$ cat src/rtl/acc_core.sv
// acc_core: multicycle accumulator CPU core (AC/PC/MAR/MBR/IR) with a single ready/valid memory port.
// Latency: 2 cycles register-only, 3 STORE, 4 memory-read ALU ops; each memory wait cycle adds 1.
// Backpressure: mem_req/mem_we/mem_addr/mem_wdata hold stable until mem_ready; optional MUL via ACC_CORE_MUL_EN.
module acc_core #(
  parameter int DATA_W = 16,
  parameter int ADDR_W = 12,
  parameter logic [ADDR_W-1:0] RESET_PC = '0
) (
  input  logic              clk,
  input  logic              rst,
  output logic              mem_req,
  output logic              mem_we,
  output logic [ADDR_W-1:0] mem_addr,
  output logic [DATA_W-1:0] mem_wdata,
  input  logic [DATA_W-1:0] mem_rdata,
  input  logic              mem_ready,
  output logic [ADDR_W-1:0] pc,
  output logic [DATA_W-1:0] ac,
  output logic              halted,
  output logic              retire
);

  localparam logic [2:0] S_RESET  = 3'd0;
  localparam logic [2:0] S_FETCH  = 3'd1;
  localparam logic [2:0] S_DECODE = 3'd2;
  localparam logic [2:0] S_MEMRD  = 3'd3;
  localparam logic [2:0] S_MEMWR  = 3'd4;
  localparam logic [2:0] S_EXEC   = 3'd5;
  localparam logic [2:0] S_HALT   = 3'd6;

  logic [2:0]        state;
  logic [ADDR_W-1:0] mar;
  logic [DATA_W-1:0] mbr;
  logic [DATA_W-1:0] ir;
  logic              retire_q;

  logic [3:0]        op;
  logic [ADDR_W-1:0] opnd;
  logic [DATA_W-1:0] opnd_ext;
  logic              is_rd;
  logic [DATA_W-1:0] alu;
  logic              unused_ir;

  // Middle IR bits carry no meaning; folding them here keeps the whole IR visibly consumed.
  assign unused_ir = ^ir;

  assign op       = ir[DATA_W-1 -: 4];
  assign opnd     = ir[ADDR_W-1:0];
  assign opnd_ext = {{(DATA_W-ADDR_W){1'b0}}, opnd};

  // Opcodes that need an operand read from memory before EXEC.
  always_comb begin
    is_rd = 1'b0;
    case (op)
      4'h1, 4'h3, 4'h4, 4'h5, 4'h6, 4'h7: is_rd = 1'b1;
`ifdef ACC_CORE_MUL_EN
      4'hE: is_rd = 1'b1;
`endif
      default: is_rd = 1'b0;
    endcase
  end

  // EXEC result from AC and the fetched operand in MBR; arithmetic wraps modulo 2^DATA_W.
  always_comb begin
    alu = ac;
    case (op)
      4'h1: alu = mbr;
      4'h3: alu = ac + mbr;
      4'h4: alu = ac - mbr;
      4'h5: alu = ac & mbr;
      4'h6: alu = ac | mbr;
      4'h7: alu = ac ^ mbr;
`ifdef ACC_CORE_MUL_EN
      4'hE: alu = ac * mbr;
`endif
      default: alu = ac;
    endcase
  end

  // FSM and architectural registers; reset abandons any in-flight transaction.
  always_ff @(posedge clk or posedge rst) begin
    if (rst) begin
      state    <= S_RESET;
      pc       <= RESET_PC;
      ac       <= '0;
      mar      <= '0;
      mbr      <= '0;
      ir       <= '0;
      retire_q <= 1'b0;
    end else begin
      retire_q <= 1'b0;
      case (state)
        S_RESET: state <= S_FETCH;
        S_FETCH: begin
          if (mem_ready) begin
            ir    <= mem_rdata;
            pc    <= pc + ADDR_W'(1);
            state <= S_DECODE;
          end
        end
        S_DECODE: begin
          if (op == 4'hF) begin
            state    <= S_HALT;
            retire_q <= 1'b1;
          end else if (op == 4'h2) begin
            mar   <= opnd;
            state <= S_MEMWR;
          end else if (is_rd) begin
            mar   <= opnd;
            state <= S_MEMRD;
          end else begin
            // Register-only ops complete here; jump tests see AC before this instruction.
            state    <= S_FETCH;
            retire_q <= 1'b1;
            case (op)
              4'h8: pc <= opnd;
              4'h9: if (ac == '0) pc <= opnd;
              4'hA: if (ac[DATA_W-1]) pc <= opnd;
              4'hB: ac <= opnd_ext;
              4'hC: ac <= {ac[DATA_W-2:0], 1'b0};
              4'hD: ac <= {1'b0, ac[DATA_W-1:1]};
              default: ;
            endcase
          end
        end
        S_MEMRD: begin
          if (mem_ready) begin
            mbr   <= mem_rdata;
            state <= S_EXEC;
          end
        end
        S_EXEC: begin
          ac       <= alu;
          state    <= S_FETCH;
          retire_q <= 1'b1;
        end
        S_MEMWR: begin
          if (mem_ready) begin
            state    <= S_FETCH;
            retire_q <= 1'b1;
          end
        end
        S_HALT: state <= S_HALT;
        default: state <= S_RESET;
      endcase
    end
  end

  // Moore outputs decoded from the state register.
  always_comb begin
    mem_req   = (state == S_FETCH) || (state == S_MEMRD) || (state == S_MEMWR);
    mem_we    = (state == S_MEMWR);
    mem_addr  = (state == S_FETCH) ? pc : mar;
    mem_wdata = ac;
    halted    = (state == S_HALT);
    retire    = retire_q;
  end

endmodule

$ cat config.mk
export PLATFORM = sky130hd
export DESIGN_NAME = acc_core
export DESIGN_NICKNAME = d
export VERILOG_FILES = /design/src/rtl/acc_core.sv
export SDC_FILE = /design/constraint.sdc
export NUM_CORES = 1
export LEC_CHECK = 0
export CAP_MARGIN = 25
export CELL_PAD_IN_SITES_DETAIL_PLACEMENT = 0
export CELL_PAD_IN_SITES_GLOBAL_PLACEMENT = 1
export CORE_MARGIN = 5
export CORE_UTILIZATION = 35
export DETAILED_ROUTE_END_ITERATION = 8
export PLACE_DENSITY = 0.75
export SLEW_MARGIN = 40
export SYNTH_ARGS = -nofsm -noshare
export SYNTH_HDL_FRONTEND = slang
export SYNTH_SLANG_ARGS = --single-unit
$ cat constraint.sdc
create_clock -name clk -period 3.2 [get_ports clk]
set_input_delay 0.96 -clock clk [delete_from_list [all_inputs] [get_ports clk]]
set_output_delay 0.96 -clock clk [all_outputs]
set_load 0.005 [all_outputs]
==> summary.md, run 1 <==
| Metric | Value |
|---|---|
| DP Worst Slack | -0.04077 ns |
| Root buffer cell | clkbuf_16 |
| Slew margin rel. | between 40% and 50% |
| Vias in the first global route | approximately 6k |
| Cts bufs inserted | 9 |
| Initial DRC count | ~430 |
| Status | completed |
| Final hold viol count | 0 |
| Die Span X | roughly 140 um |
| Die height | 142.3 um |
| Core region area | 17,240 um2 |
| Sequential-to-total area share from yosys stat | 31.06% |
| Min Hold Slack | 0.5055 ns |
| Wire length per cell | approximately 20 um |
| Number of fill cells | about 1.6k |
| FF+latch count, synth | 76 |
| Post-synthesis cell type count | 68 |
| Mapped Nets | 740 |
| Worst Tran Pin Value | between 0.7 and 0.8 ns |
| Max Buffers Root-to-Sink | 2 |
| Average instance area after synthesis | 9.126 um2 |
| Pleak | between 3 and 4 nW |
| Die area | slightly above 20,000 um2 |
| YS warnings | 0 |
| Max-slew violations | 0 |
| Clock transition at the registers of the reported paths | roughly 0.07 ns |
| Launch point of the worst reg-to-reg path | mbr[6] |
| Max frequency | about 320 MHz |
| Max Cap Viol | 0 |
| Via Count | roughly 5.7k |
| Top cell type by total area after synthesis | dfrtp_1 |
| RSZ-0062 raised after global routing | true |
| RR Endpoint | ac[13] |
| Minimum clock period | 3.097 ns |
| H-tree depth | 3 |
| Antenna violations before repair | 0 |
| IO Count | 79 |
| Vias per cell | ~5.7 |
| Post-route clock period utilization | 96.78% |
| Placed Area | 7308 um2 |
| Synthesized area | around 6100 um2 |
| Global-route usage over all layers | between 10% and 20% |
| Final worst slack | approximately 0.10 ns |
| Cts hold-fix bufs | 0 |
| Most frequent cells in the layout | clkdlybuf4s50_1 (78), dfrtp_1 (76), mux2_2 (53), buf_4 (52), ha_1 (48) |
| Final setup vio count | 0 |
| WHS Path Cells | 1 |
| Worst Hold Launch | mar[7] |
| Setup TNS | 0 ns |
| Aggregate routed wire length | about 20,000 um |
| Commonest non-fill, non-tap cell in the layout | clkdlybuf4s50_1 |
| HP Class | reg -> reg |
| PortBufs | slightly below 80 |
| Post-synth top area share | 31.06% |
| VDD IR max | ~420 uV |
| Crit. End Element | flop |
| Skew-Pair Late Insertion Delay | approximately 0.34 ns |
| Syn-to-layout area delta | 25.28% |
| Synth top area cells | dfrtp_1 (31%), ha_1 (10%), mux2_2 (9.7%), a21oi_1 (3.7%), o21ai_0 (3.4%) |
| DR pass1 iterations | 6 |
| R2R setup slack | between 0.1 and 0.15 ns |
| Crit-path max FO | 7 |
| Reg2reg path depth | 11 |
| Data required, critical path | 3.40 ns |
| Final net count | ~830 |
| Async SR Flop Fraction | 100.0% |
| Gr ovfl total | 0 |
| Finished Cell Area | around 7700 um2 |
| Worst Path Arrival | 3.30 ns |
| Post-Syn Instances | 671 |
| PwrDens | ~1200 nW/um2 |
| Synth Flop Type | dfrtp_1 |
| Final Util | between 40% and 50% |
| Layout cell share with drive strength beyond 1 | 18.74% |
| Number of clock sinks | 76 |
| Starting density of the core | 35.53% |
| CTS tree | built |
| Final Skew | 0.01146 ns |
| Crit start category | flop |
| GP Congestion | 0.9241 |
| CP Class | reg -> reg |
| Number of diodes | 0 |
| First-pass GRT wire length | 32,270 um |
| EDFF count, synth | 0 |
| Dpl hpwl | approximately 14,000 um |
| DRC Markers | 0 |
| Hold Path Sink | mar[7] |
| Core Rows | 48 |
| Largest net degree at the start of global routing | 47 |
| Post-route ant nets | 0 |
## state kept, by name, indices dropped and copies added, names as in the netlist
name	flops
ir	16
state	3
retire	1
pc	12
mbr	16
mar	12
ac	16
## through the flow
stage / power [mW] / cells
2_1_floorplan: 6.011 / 671
3_3_place_gp: 8.271 / 971
3_5_place_dp: 8.431 / 971
4_1_cts: 9.461 / 986
5_1_grt: 10.41 / 988
6_report: 9.586 / 988
## worst max-delay path: stages, from the launching register on
cell and delay, ns:
dfrtp_1 0.38, or4_4 0.53, or4_4 0.54, o21ai_2 0.16, xnor2_1 0.15, ha_2 0.32
buf_6 0.14, a21o_1 0.16, a21oi_2 0.14, o31ai_2 0.09, xnor2_1 0.19, o221ai_1 0.14
## layout make-up
class,instances,area (um2),share of cell area [%]
Multi-Input combinational cell,495,3839,50.04
Sequential cell,76,1902,24.79
Timing Repair Buffer,132,1202,15.67
Tap cell,225,281.5,3.670
Clock buffer,9,225.2,2.936
Inverter,45,170.2,2.218
Clock inverter,6,51.30,0.6687
## power by group
group          internal [mW]  switching [mW]
Combinational           3.18            3.30
Clock                  0.529           0.446
Sequential              1.43           0.696
## synth_stat cells (3+ instances only)
master    number
nor2b_1        3
nand2_1       26
clkbuf_1      28
a41oi_1        4
a22o_1         7
o211ai_1       6
inv_1         45
buf_2          7
xor2_1         3
o21ai_0       41
o22a_1         7
o221ai_1       3
o22ai_1       16
a221o_1        3
mux2_2        53
a22oi_1        9
a21oi_1       45
mux2i_1       17
o31ai_1        4
nor3b_1        4
nor3_1        14
nand4_1        3
a21o_1         9
xnor2_1       19
buf_4         16
nand2b_1      12
o21bai_1       3
nand3b_1       4
nand3_1       11
a221oi_1      16
a211oi_1      10
a31oi_1        8
nor2_1        38
nor4_1         6
and3_1         4
ha_1          49
dfrtp_1       76
## cells by family after synthesis
logic type / synth area share, %
AOI/OAI and AO/OA: 23.50
xor gates and xnor gates: 3.412
adders and majority gates: 10.34
buffers and inverters: 7.438
DFF: 31.06
muxes: 12.53
and+or+nand+nor: 11.73
## how the worst max path moves through the flow
stage                 from      to  cells past startpoint
floorplan           mbr[2]  ac[15]                     10
global placement    mbr[2]  ac[15]                     10
detailed placement  mbr[2]  ac[15]                     10
CTS                 mbr[2]  ac[14]                     12
global route        mbr[6]  ac[15]                     11
finish              mbr[6]  ac[13]                     11
## what timing repair did
| item | in CTS | in global routing |
|---|---|---|
| setup endpoints to repair | 1 | 3 |
| gates resized for setup | 1 | 14 |
| buffers inserted | 0 | 2 |
| endpoints found under the hold margin | 0 | 0 |
| pin swaps | 0 | 8 |
## layer usage
layer | global-route usage, % | wire length (um) | vias up
met5 | 0 | 0 | -
met3 | 2.655 | 954 | 32
met1 | 26.87 | 8804 | 2772
met4 | 6.263 | 481 | 0
li1 | - | - | 2674
met2 | 32.60 | 9532 | 177
(Power assumes the default switching activity.)
==> inputs of run 2 (changes only) <==
--- a/config.mk
+++ b/config.mk
@@ -8,7 +8,7 @@
 export CAP_MARGIN = 25
 export CELL_PAD_IN_SITES_DETAIL_PLACEMENT = 0
 export CELL_PAD_IN_SITES_GLOBAL_PLACEMENT = 1
-export CORE_MARGIN = 5
+export CORE_MARGIN = 3
 export CORE_UTILIZATION = 35
 export DETAILED_ROUTE_END_ITERATION = 8
 export PLACE_DENSITY = 0.75
==> run 2 against run 1 <==
  * Critical path depth is 2 lower
  * Routed wire length is 0.17% higher
  * Utilization is 0.95 points higher
  * Combinational power is 1% higher
  * Non-clock buffer count is 1 higher
  * Critical endpoint is now ac[15]
  * Highest routed layer unchanged
==> summary.md, run 2 (synthesis gave the netlist of run 1 again) <==
| Metric | Value |
|---|---|
| Die area | 19,120 um2 |
| Final setup vio count | 0 |
| Starting density of the core | a little over a third |
| VDD IR max | 473.9 uV |
| Crit start category | flop |
| Vias per cell | slightly below 6 |
| DR pass1 iterations | 4 |
| Gr ovfl total | 0 |
| Largest net degree at the start of global routing | 40 |
| Max-slew violations | 0 |
| Worst Tran Pin Value | 0.8596 ns |
| Wire length per cell | ~20 um |
| Antenna violations before repair | 0 |
| Skew-Pair Late Insertion Delay | between 0.3 and 0.4 ns |
| Slew margin rel. | 42.09% |
| Reg2reg path depth | 9 |
| Hold Path Sink | mar[0] |
| Max Cap Viol | 0 |
| GP Congestion | between 0.9 and 1 |
| Post-route clock period utilization | a little over nine tenths |
| Number of clock sinks | between 70 and 80 |
| Most frequent cells in the layout | clkdlybuf4s50_1 (78), dfrtp_1 (76), buf_4 (54), mux2_2 (53), ha_1 (49) |
| GR Layer Usage met3 | 3.488% |
| Commonest non-fill, non-tap cell in the layout | clkdlybuf4s50_1 |
| Minimum clock period | 3.130 ns |
| Final net count | between 800 and 900 |
| Biggest regs | ac: 16 flops, ir: 16 flops, mbr: 16 flops |
| R2R setup slack | 0.07 ns |
| Core Rows | 47 |
| IO Count | between 70 and 80 |
| Data required, critical path | between 3 and 4 ns |
| Post-route ant nets | 0 |
| FF+latch area | around 1900 um2 |
| Die Span X | between 100 and 150 um |
| Root buffer cell | clkbuf_16 |
| Final Skew | 0.009730 ns |
| Syn-to-layout area delta | 25.30% |
| First-pass GRT wire length | between 30,000 and 40,000 um |
| Layout cell share with drive strength beyond 1 | about a fifth |
| PortBufs | 78 |
| CTS tree | built |
| Pleak | 3.239 nW |
| Postcts setup bufs | 0 |
| Global-route usage over all layers | between 20% and 30% |
| Inst Count DP | between 900 and 1k |
| Via Count | 5,693 |
| Worst Hold Launch | mar[0] |
| Max Buffers Root-to-Sink | 2 |
| Crit-path max FO | 3 |
| RSZ-0062 raised after global routing | true |
| H-tree depth | 3 |
| Die height | 138.3 um |
| Launch point of the worst reg-to-reg path | mbr[6] |
| RR Endpoint | ac[15] |
| CP Class | reg -> reg |
| Busiest grt layer | met2 |
| WHS Path Cells | 1 |
| Clock transition at the registers of the reported paths | ~0.060 ns |
| HP Class | reg -> reg |
| PwrDens | 1260 nW/um2 |
| Met1 Use GR | between 20% and 30% |
| Aggregate routed wire length | 19,810 um |
| Vias in the first global route | between 5k and 6k |
| Cts bufs inserted | 9 |
| Initial DRC count | 530 |
| Worst Path Arrival | 3.39 ns |
| DRC Markers | 0 |
| M2 GR Usage | ~33% |
| Final hold viol count | 0 |
| Finished Layout Cells | just under 1k |
| Status | completed |
| Multi-input logic area | 3840 um2 |
| Max frequency | ~320 MHz |
| Number of fill cells | about 1.6k |
| Number of diodes | 0 |
| Crit. End Element | flop |
| Core region area | about 17,000 um2 |
| Dpl hpwl | between 10,000 and 15,000 um |
| Total power draw | just under 10 mW |
run 2: critical path, cell delays in order (launching register included):
cell,delay [ns]
dfrtp_1,0.38
or4_4,0.54
or4_4,0.55
o41ai_4,0.23
xnor2_1,0.16
ha_1,0.26
a211o_1,0.30
o22a_1,0.24
a41oi_2,0.17
nor3b_2,0.20
run 2: through the flow:
step	setup WS, ns	utilization, %	hold WS (ns)	TNS [ns]	instance area [um2]
final	0.07002	45.46	0.5063	0	7672
after global routing	-0.07173	45.46	0.5144	-0.09363	7672
after CTS	0.0008757	45.13	0.5106	0	7616
after detailed placement	-0.1078	43.43	0.4954	-0.1078	7330
after global placement	-0.0001230	43.43	0.4867	-0.0001230	7330
after floorplan	0.02809	-	0.4767	0	6123
run 2: routing by layer:
layer	share of wire (%)	vias up	wire length (um)
met5	0	-	0
met1	45	2835	9003
met4	2.0	0	403
met3	4.1	31	812
met2	48	161	9586
li1	-	2666	-
run 2: area by class of cell:
type / count / share of cell area, %
Multi-Input combinational cell: 495 / 50.05
Sequential cell: 76 / 24.79
Timing Repair Buffer: 133 / 15.72
Tap cell: 220 / 3.588
Clock buffer: 11 / 3.164
Inverter: 45 / 2.218
Clock inverter: 5 / 0.4729
run 2: timing repair:
| item | CTS | global route |
|---|---|---|
| setup endpoints to repair | 1 | 4 |
| pin swaps | 0 | 3 |
| hold buffers | 0 | 0 |
| cloned | 0 | 0 |
| gates resized for setup | 3 | 12 |
run 2: power by group:
group | leakage, nW | internal, mW | total [mW] | switching, mW
clock | 0.128 | 0.548 | 0.985 | 0.437
sequential | 0.928 | 1.43 | 2.12 | 0.689
combinational | 2.18 | 3.20 | 6.56 | 3.36
total | 3.24 | 5.18 | 9.67 | 4.49
run 2: how the worst max path moves through the flow:
| stage | cells after the start | slack, ns | endpoint | from |
|---|---|---|---|---|
| after global routing | 10 | -0.07 | ac[15] | mbr[7] |
| after detailed placement | 10 | -0.11 | ac[15] | mbr[2] |
| after global placement | 10 | -0.0001 | ac[15] | mbr[2] |
| after floorplan | 10 | 0.03 | ac[15] | mbr[2] |
| after CTS | 10 | 0.0009 | ac[15] | mbr[2] |
| final | 9 | 0.07 | ac[15] | mbr[6] |
